<file path="config.mk">
export PLATFORM = sky130hd
export DESIGN_NAME = mem_access_unit
export DESIGN_NICKNAME = d
export VERILOG_FILES = /design/src/rtl/mem_pkg.sv /design/src/rtl/lane_merge_ext.sv /design/src/rtl/mem_access_unit.sv
export SDC_FILE = /design/constraint.sdc
export NUM_CORES = 1
export LEC_CHECK = 0
export CORE_UTILIZATION = 35
export DETAILED_ROUTE_END_ITERATION = 8
export DONT_BUFFER_PORTS = 1
export HOLD_SLACK_MARGIN = 0.06
export PLACE_DENSITY = 0.45
export RECOVER_POWER = 50
export SETUP_SLACK_MARGIN = 0.1
export SLEW_MARGIN = 20
export SYNTH_ARGS = -nofsm -noshare
export SYNTH_HDL_FRONTEND = slang
export SYNTH_SLANG_ARGS = --single-unit
</file>
<file path="constraint.sdc">
create_clock -name Clk -period 4 [get_ports Clk]
set_clock_uncertainty 0.15 [all_clocks]
set_input_delay 0.8 -clock Clk [delete_from_list [all_inputs] [get_ports Clk]]
set_output_delay 0.8 -clock Clk [all_outputs]
set_load 0.1 [all_outputs]
</file>
<file path="src/rtl/mem_pkg.sv">
// mem_pkg: shared definitions for the load/store path.
//   - ReqOp encodings (OP_W, OP_HS, OP_HU, OP_BS, OP_BU)
//   - access-size decode and alignment helpers
//   - FSM state encoding for mem_access_unit
//   - default highest legal byte address
`timescale 1ns/1ps
package mem_pkg;

  localparam logic [31:0] ADDR_LIMIT_DEF = 32'h0000_2FFF;

  localparam logic [2:0] OP_W  = 3'b000;
  localparam logic [2:0] OP_HS = 3'b001;
  localparam logic [2:0] OP_HU = 3'b010;
  localparam logic [2:0] OP_BS = 3'b011;
  localparam logic [2:0] OP_BU = 3'b100;

  typedef enum logic [1:0] {
    ST_IDLE = 2'd0,
    ST_RD   = 2'd1,
    ST_WR   = 2'd2,
    ST_RSP  = 2'd3
  } state_e;

  typedef enum logic [1:0] {
    SZ_WORD = 2'd0,
    SZ_HALF = 2'd1,
    SZ_BYTE = 2'd2
  } size_e;

  // Request fields held for the whole operation.
  typedef struct packed {
    logic        wr;
    logic [2:0]  op;
    logic [31:0] addr;
    logic [31:0] wdata;
    logic [31:0] pc;
  } req_t;

  // Undefined op codes fall back to a full-word access.
  function automatic size_e op_size(input logic [2:0] op);
    case (op)
      OP_HS, OP_HU: return SZ_HALF;
      OP_BS, OP_BU: return SZ_BYTE;
      default:      return SZ_WORD;
    endcase
  endfunction

  function automatic logic op_signed(input logic [2:0] op);
    return (op == OP_HS) || (op == OP_BS);
  endfunction

  function automatic logic is_misaligned(input logic [2:0] op, input logic [1:0] addr_lo);
    case (op_size(op))
      SZ_WORD: return addr_lo != 2'b00;
      SZ_HALF: return addr_lo[0];
      default: return 1'b0;
    endcase
  endfunction

endpackage

</file>
<file path="src/rtl/lane_merge_ext.sv">
// lane_merge_ext: combinational little-endian lane handling.
//   word_i    : word read from memory
//   addr_lo_i : byte offset within the word
//   op_i      : access op (size + signedness)
//   st_data_i : store data (low byte/halfword used for sub-word stores)
//   merged_o  : word to write back (store data for word ops, lane-replaced word otherwise)
//   load_o    : selected lane, sign- or zero-extended (whole word for word ops)
`timescale 1ns/1ps
module lane_merge_ext
  import mem_pkg::*;
(
  input  logic [31:0] word_i,
  input  logic [1:0]  addr_lo_i,
  input  logic [2:0]  op_i,
  input  logic [31:0] st_data_i,
  output logic [31:0] merged_o,
  output logic [31:0] load_o
);

  logic [7:0]  byte_sel;
  logic [15:0] half_sel;

  // NOTE: every output gets a value before the case so no path leaves it
  // unassigned; an unassigned path in combinational logic infers a latch.
  always_comb begin
    byte_sel = word_i[{addr_lo_i, 3'b000} +: 8];
    half_sel = word_i[{addr_lo_i[1], 4'b0000} +: 16];
    merged_o = word_i;
    load_o   = word_i;
    case (op_size(op_i))
      SZ_BYTE: begin
        merged_o[{addr_lo_i, 3'b000} +: 8] = st_data_i[7:0];
        load_o = op_signed(op_i) ? {{24{byte_sel[7]}}, byte_sel} : {24'b0, byte_sel};
      end
      SZ_HALF: begin
        merged_o[{addr_lo_i[1], 4'b0000} +: 16] = st_data_i[15:0];
        load_o = op_signed(op_i) ? {{16{half_sel[15]}}, half_sel} : {16'b0, half_sel};
      end
      default: begin
        merged_o = st_data_i;
        load_o   = word_i;
      end
    endcase
  end

endmodule

</file>
<file path="src/rtl/mem_access_unit.sv">
// mem_access_unit: multi-cycle load/store initiator towards a word-only memory.
//   Request side : ReqValid/ReqReady handshake, ReqWr, ReqOp, ReqAddr, ReqWData, ReqPC
//   Response side: RspValid one-cycle pulse, RspData, RspAdEL, RspAdES
//   Memory side  : MemA, MemWD, MemWr, MemRdEn, MemPC out; MemRD in (combinational read)
// Sub-word stores are done as read-modify-write. All outputs depend on the
// state and latched registers only, never directly on Req*.
`timescale 1ns/1ps
module mem_access_unit
  import mem_pkg::*;
#(
  parameter logic [31:0] ADDR_LIMIT = ADDR_LIMIT_DEF
) (
  input  logic        Clk,
  input  logic        Reset,
  input  logic        ReqValid,
  output logic        ReqReady,
  input  logic        ReqWr,
  input  logic [2:0]  ReqOp,
  input  logic [31:0] ReqAddr,
  input  logic [31:0] ReqWData,
  input  logic [31:0] ReqPC,
  output logic        RspValid,
  output logic [31:0] RspData,
  output logic        RspAdEL,
  output logic        RspAdES,
  output logic [31:0] MemA,
  output logic [31:0] MemWD,
  output logic        MemWr,
  output logic        MemRdEn,
  output logic [31:0] MemPC,
  input  logic [31:0] MemRD
);

  state_e      state_q, state_d;
  req_t        req_q;
  logic [31:0] word_q;
  logic        adel_q, ades_q;

  logic        accept;
  logic        fault;
  logic [31:0] merged_word;
  logic [31:0] load_ext;

  assign accept = (state_q == ST_IDLE) && ReqValid;
  // The comparison is unsigned, so high addresses such as 0xFFFF_FFFC fault.
  assign fault  = is_misaligned(ReqOp, ReqAddr[1:0]) || (ReqAddr > ADDR_LIMIT);

  lane_merge_ext u_lane (
    .word_i    (word_q),
    .addr_lo_i (req_q.addr[1:0]),
    .op_i      (req_q.op),
    .st_data_i (req_q.wdata),
    .merged_o  (merged_word),
    .load_o    (load_ext)
  );

  // NOTE: sequential state uses non-blocking assignments so every register
  // samples the pre-edge values regardless of statement order.
  always_ff @(posedge Clk or negedge Reset) begin
    if (!Reset) begin
      state_q <= ST_IDLE;
      req_q   <= '0;
      word_q  <= '0;
      adel_q  <= 1'b0;
      ades_q  <= 1'b0;
    end else begin
      state_q <= state_d;
      if (accept) begin
        req_q  <= '{wr: ReqWr, op: ReqOp, addr: ReqAddr, wdata: ReqWData, pc: ReqPC};
        adel_q <= fault && !ReqWr;
        ades_q <= fault && ReqWr;
      end
      if (state_q == ST_RD) word_q <= MemRD;
    end
  end

  always_comb begin
    state_d  = state_q;
    ReqReady = 1'b0;
    RspValid = 1'b0;
    RspData  = '0;
    RspAdEL  = 1'b0;
    RspAdES  = 1'b0;
    MemA     = '0;
    MemWD    = '0;
    MemWr    = 1'b0;
    MemRdEn  = 1'b0;
    MemPC    = req_q.pc;
    case (state_q)
      ST_IDLE: begin
        ReqReady = 1'b1;
        if (ReqValid) begin
          if (fault)                                     state_d = ST_RSP;
          else if (ReqWr && op_size(ReqOp) == SZ_WORD)   state_d = ST_WR;
          else                                           state_d = ST_RD;
        end
      end
      ST_RD: begin
        MemRdEn = 1'b1;
        MemA    = {req_q.addr[31:2], 2'b00};
        // Only sub-word stores read before writing.
        state_d = req_q.wr ? ST_WR : ST_RSP;
      end
      ST_WR: begin
        MemWr   = 1'b1;
        MemA    = {req_q.addr[31:2], 2'b00};
        MemWD   = merged_word;
        state_d = ST_RSP;
      end
      ST_RSP: begin
        RspValid = 1'b1;
        RspAdEL  = adel_q;
        RspAdES  = ades_q;
        if (!req_q.wr && !adel_q) RspData = load_ext;
        state_d  = ST_IDLE;
      end
      default: state_d = ST_IDLE;
    endcase
  end

endmodule

</file>
* Word-level counts from Yosys, hierarchy flattened
Cells that the tools add are included.
Word-level totals: input bits 135, word-level logic and storage cells 79, register bits 136
Operators by class: reductions and logical operators 19, muxes and demuxes 27, add/sub/neg operators 2, equal/unequal tests 15, order comparisons 1, shift-type cells 6
Operators with widths (count):
- 2-to-1 mux 32 bit | 6
- one-hot mux 32 bit (2 select lines) | 2
- bitwise mux 32 bit | 2
- > comparator 32 x 14 -> 1 bit (second input constant) | 1
- variable shift 16 x 7 -> 32 bit (first input constant) | 1
- variable shift 8 x 7 -> 32 bit (first input constant) | 1
- variable part select 16 x 7 -> 32 bit | 1
- variable part select 32 x 6 -> 16 bit | 1
- variable part select 32 x 6 -> 8 bit | 1
- variable part select 8 x 7 -> 32 bit | 1
- negation 5 -> 7 bit | 2
- equality test 3 x 2 -> 1 bit (second input constant) | 4
- 2-to-1 mux 2 bit | 6
- OR reduction 2 bit | 5
- one-hot mux 2 bit (2 select lines) | 2
- one-hot mux 2 bit (4 select lines) | 1
- 2-to-1 mux 1 bit | 7
- equality test 2 x 1 -> 1 bit (second input constant) | 3
- equality test 2 bit (second input constant) | 3
- equality test 3 x 1 -> 1 bit (second input constant) | 2
- equality test 3 bit (second input constant) | 2
- zero test 2 bit | 3
- logical AND 1 bit | 5
- zero test 1 bit | 3
- 4 further kinds | 5

* Logic depth before layout (Yosys ltp)
depth after elaboration 15, gate-level depth with buffers 10

* Cells and area by module
From an unflattened synthesis, not the netlist that was laid out.
Second synthesis, totals: cell total of the unflattened synthesis 731, area, all modules 7993.9 µm²
By module, submodules not included:
- mem_access_unit | area an instance 6119.6 µm², instances 1, cells an instance 465
- lane_merge_ext | area an instance 1874.3 µm², instances 1, cells an instance 266

* Worst setup path after synthesis
Ideal clock, no wire load.
kind flip-flop to output port, start point reg state_q[0], end point out RspData[10], data arrival time 4135 ps, required time 3050 ps, path slack -1085 ps, stages on the path, launching flop included 5, buffers on the path 1, path through dfrtp_1 -> ha_1 -> nand2_1 -> clkbuf_1 -> a221oi_1
On the way: word-level cells in the longest chain between the ends 2
RTL lines:
- from (decl) | line mem_access_unit.sv:34 | state_e state_q, state_d;
- from (signal assigned) | line mem_access_unit.sv:67 | state_q <= state_d;
- equality test 2 bit | line mem_access_unit.sv:89 | case (state_q)
- 2-to-1 mux 32 bit | line mem_access_unit.sv:89
- to (decl) | line mem_access_unit.sv:23 | output logic [31:0] RspData,
Every way passes these cells.

* Final worst setup path
start point reg req_q[96] (netlist name), end point out RspData[7]
On the way: word-level cells in the longest chain between the ends 7
RTL lines:
- from (decl) | line mem_access_unit.sv:35 | req_t req_q;
- from (signal assigned) | line mem_access_unit.sv:69 | req_q <= '{wr: ReqWr, op: ReqOp, addr: ReqAddr, wdata: ReqWData, pc: ReqPC};
- equality test 3 bit, or another cell as far along | line mem_pkg.sv:41 | case (op)
- OR reduction 2 bit | line mem_pkg.sv:41
- one-hot mux 2 bit (2 select lines) (*) | line mem_pkg.sv:41
- equality test 2 x 1 -> 1 bit / equality test 2 bit (equally long branches) | line lane_merge_ext.sv:30 | case (op_size(op_i))
- one-hot mux 32 bit (2 select lines) (*) | line lane_merge_ext.sv:30
- 2-to-1 mux 32 bit (*) | line mem_access_unit.sv:114 | if (!req_q.wr && !adel_q) RspData = load_ext;
- 2-to-1 mux 32 bit (*) | line mem_access_unit.sv:89
Mark *: on every way between the ends. The rest lies on a longest branch, timed or not.

==> flow_summary.ini <==
[run_status]
status = finished, violations left
violations = hold timing, capacitance limit, slew limit

[clocking]
clkSlewWorstSetupHoldPaths_ns = 0.06
cts_buffers = 17
h-tree-depth = 4
cts_tree = done
clk_latency_ns = 0.42
root_buffer = clkbuf_16
clock-sinks = 136
clockBufferDepth = 2

[timing]
hold_ws_ns = -0.0742
max_slew_margin_pct = -1.48
tightest_slew_ns = 1.52
final-setup-viol-count = 0
drv_slew = 11
min_period_ns = 3.76
hold_viol = 110
min_period_over_period_pct = 94.0
fmax_mhz = 266
grt_setup_unrepaired = false

[worst_hold_path]
hold_class = in2async

[synth]
yosys_warnings = 0
synth_top_area_cell = dfrtp_1
synth_top_area_share_pct = 44.7
syn-instance-count = 729
netlist_area_sq_um = 7610
yosys.cell_count.top_type = dfrtp_1
synth_flop_cell = dfrtp_1
avgSynthCellArea_sq_um = 10.4
ys_ff_latch = 136
yosysSeqAreaShare_pct = 44.7
ys_top_cells_by_count = 136 x dfrtp_1, 115 x mux2_2, 51 x o21ai_0
yosysUniqueCellTypes = 46
synth_edf_count = 0
async_flop_share_pct = 100
synth_area_leaders = dfrtp_1 45%, mux2_2 17%, buf_4 3.5%

[setup_path]
cp_common_cell = buf_4
end_kind = primary output
crit_fanout = 26
slowest_stage = dfrtp_1
cp-start-kind = register
slowest_delay_ns = 0.40
path_cells = nor2b_1 -> a21o_1 -> ha_4 -> buf_4 -> buf_4 -> a22oi_1 -> a21oi_2 -> buf_12
reg2reg_slack_ns = 0.82
critical_path_arrival_ns = 2.81
crit_type = reg2out
required_ns = 3.05

[place]
gp_congestion = 0.832
post-dp-hpwl_mm = 17.6
port_buffers = 0

[final_layout]
finish.utilization_pct = 48.1
fill_cells = 1915
layout-drive-gt1-share_pct = 39.9
finalNetCount = 926
syn_to_final_growth_pct = 33.9

[job]
maxCapViolations = 1

[route]
route.vias.total = 5853
drtPass1Iterations = 4
postRouteAntennaNets = 0
drc = 0
vias_per_cell = 5.46
wl_per_cell_um = 22.3
drtIter0Drc = 299
wirelength_mm = 23.9

[global_routing]
grt_overflow_total = 0
grt_pass1_wl_mm = 35.9
grt_max_degree = 137
grtUsageTotal_pct = 21.7
grt_pass1_vias = 6055
antenna_found_initial = 5

[floorplan]
fp.coreArea_sq_um = 21200
floorplan.rows = 53
die_w_um = 149
fp.dieH_um = 149
start_util_pct = 36.0
ios = 269
die-area_sq_um = 22300
through the flow:
step / hold WS [ns] / instance area (sq um) / TNS (ns) / worst slack (ns) / cells
final: -0.0742 / 10200 / 0 / 0.239 / 1071
after floorplan: 0.292 / 7790 / -0.185 / -0.0463 / 730
after global routing: -0.0973 / 10200 / 0 / 0.127 / 1068
after detailed placement: 0.335 / 9530 / 0 / 0.390 / 1034
after CTS: -0.0908 / 10200 / 0 / 0.119 / 1066
after global placement: 0.319 / 9530 / 0 / 0.457 / 1034
cells in the final DEF (no fill, tap or decap), types with 4 or more instances in the layout:
cell type and n:
dfrtp_1 135, mux2_2 115, buf_12 65, o21ai_0 51, buf_4 45, nand2_1 39, and2_1 33, inv_1 27
a21oi_1 25, nor2_1 18, nand3_1 18, a21o_1 17, a21oi_2 17, clkbuf_16 17, a22o_1 16, mux2i_1 16
a221oi_4 15, nor2b_1 11, o22ai_1 10, a22oi_1 9, nor2b_2 9, o21a_1 8, a2bb2oi_1 7, ha_1 7
inv_6 5, diode_2 4, nor4_1 4
cell type report:
type                            instances  area [sq um]  area share (%)
Multi-Input combinational cell        481          4040            39.6
Sequential cell                       136          3400            33.4
Timing Repair Buffer                  113          1660            16.3
Clock buffer                           17           425            4.18
Tap cell                              275           344            3.38
Clock inverter                         14           186            1.83
Inverter                               30           116            1.14
Antenna cell                            4          10.0          0.0983
Timing Repair inverter                  1          5.00          0.0491
metal layers:
layer / wire length [um] / up-vias / global-route usage [%]
li1: - / 2678 / -
met1: 9270 / 2909 / 25.6
met2: 12000 / 237 / 36.5
met3: 2040 / 27 / 7.29
met4: 536 / 2 / 7.76
met5: 13 / - / 0
cells by family after synthesis:
| group | count (synthesis) | synth area share, % |
|---|---|---|
| AOI/OAI and AO/OA | 188 | 16.3 |
| other | 1 | 0.0493 |
| adders and majority gates | 11 | 1.81 |
| muxes | 132 | 19.4 |
| buffers and inverters | 113 | 7.45 |
| DFF | 136 | 44.7 |
| and+or+nand+nor | 147 | 10.1 |
| xor gates and xnor gates | 1 | 0.115 |
path summary, 6_finish.rpt:
kind / from / endpoint / depth (start not counted)
worst max-delay path: req_q[96]$_DFFE_PN0P_ / RspData[7] / 8
worst min-delay path: Reset / word_q[29]$_DFFE_PN0P_ / 0
worst max register to register: state_q[1]$_DFFE_PN0P_ / word_q[25]$_DFFE_PN0P_ / 4
worst min register to register: req_q[71]$_DFFE_PN0P_ / req_q[71]$_DFFE_PN0P_ / 1
max in group asynchronous: Reset / req_q[41]$_DFFE_PN0P_ / 0
min in group Clk: ReqWr / adel_q$_DFFE_PN0P_ / 1
worst max-delay path, delay by kind of cell (launching register included):
family | cells | cell delay [ns]
AO/OA/AOI/OAI | 3 | 0.58
flip-flops | 1 | 0.40
AND/OR/NAND/NOR | 1 | 0.17
adder cells (fa/ha/maj) | 1 | 0.31
buffers and inverters | 3 | 0.91
what timing repair did:
| item | in CTS | in global routing |
|---|---|---|
| hold endpoints to repair | 136 | 136 |
| gates cloned | 1 | 0 |
| endpoints found under the setup margin | 17 | 38 |
| resized for setup | 3 | 7 |
| setup buffers | 0 | 1 |
state kept, by name, summed over array words and instances (netlist names):
signal,count
word_q,32
ades_q,1
adel_q,1
state_q,2
req_q,68
MemPC,32
Power is not shown: default switching activity piles up to over one toggle a cycle in this logic, so the estimate is an artifact.
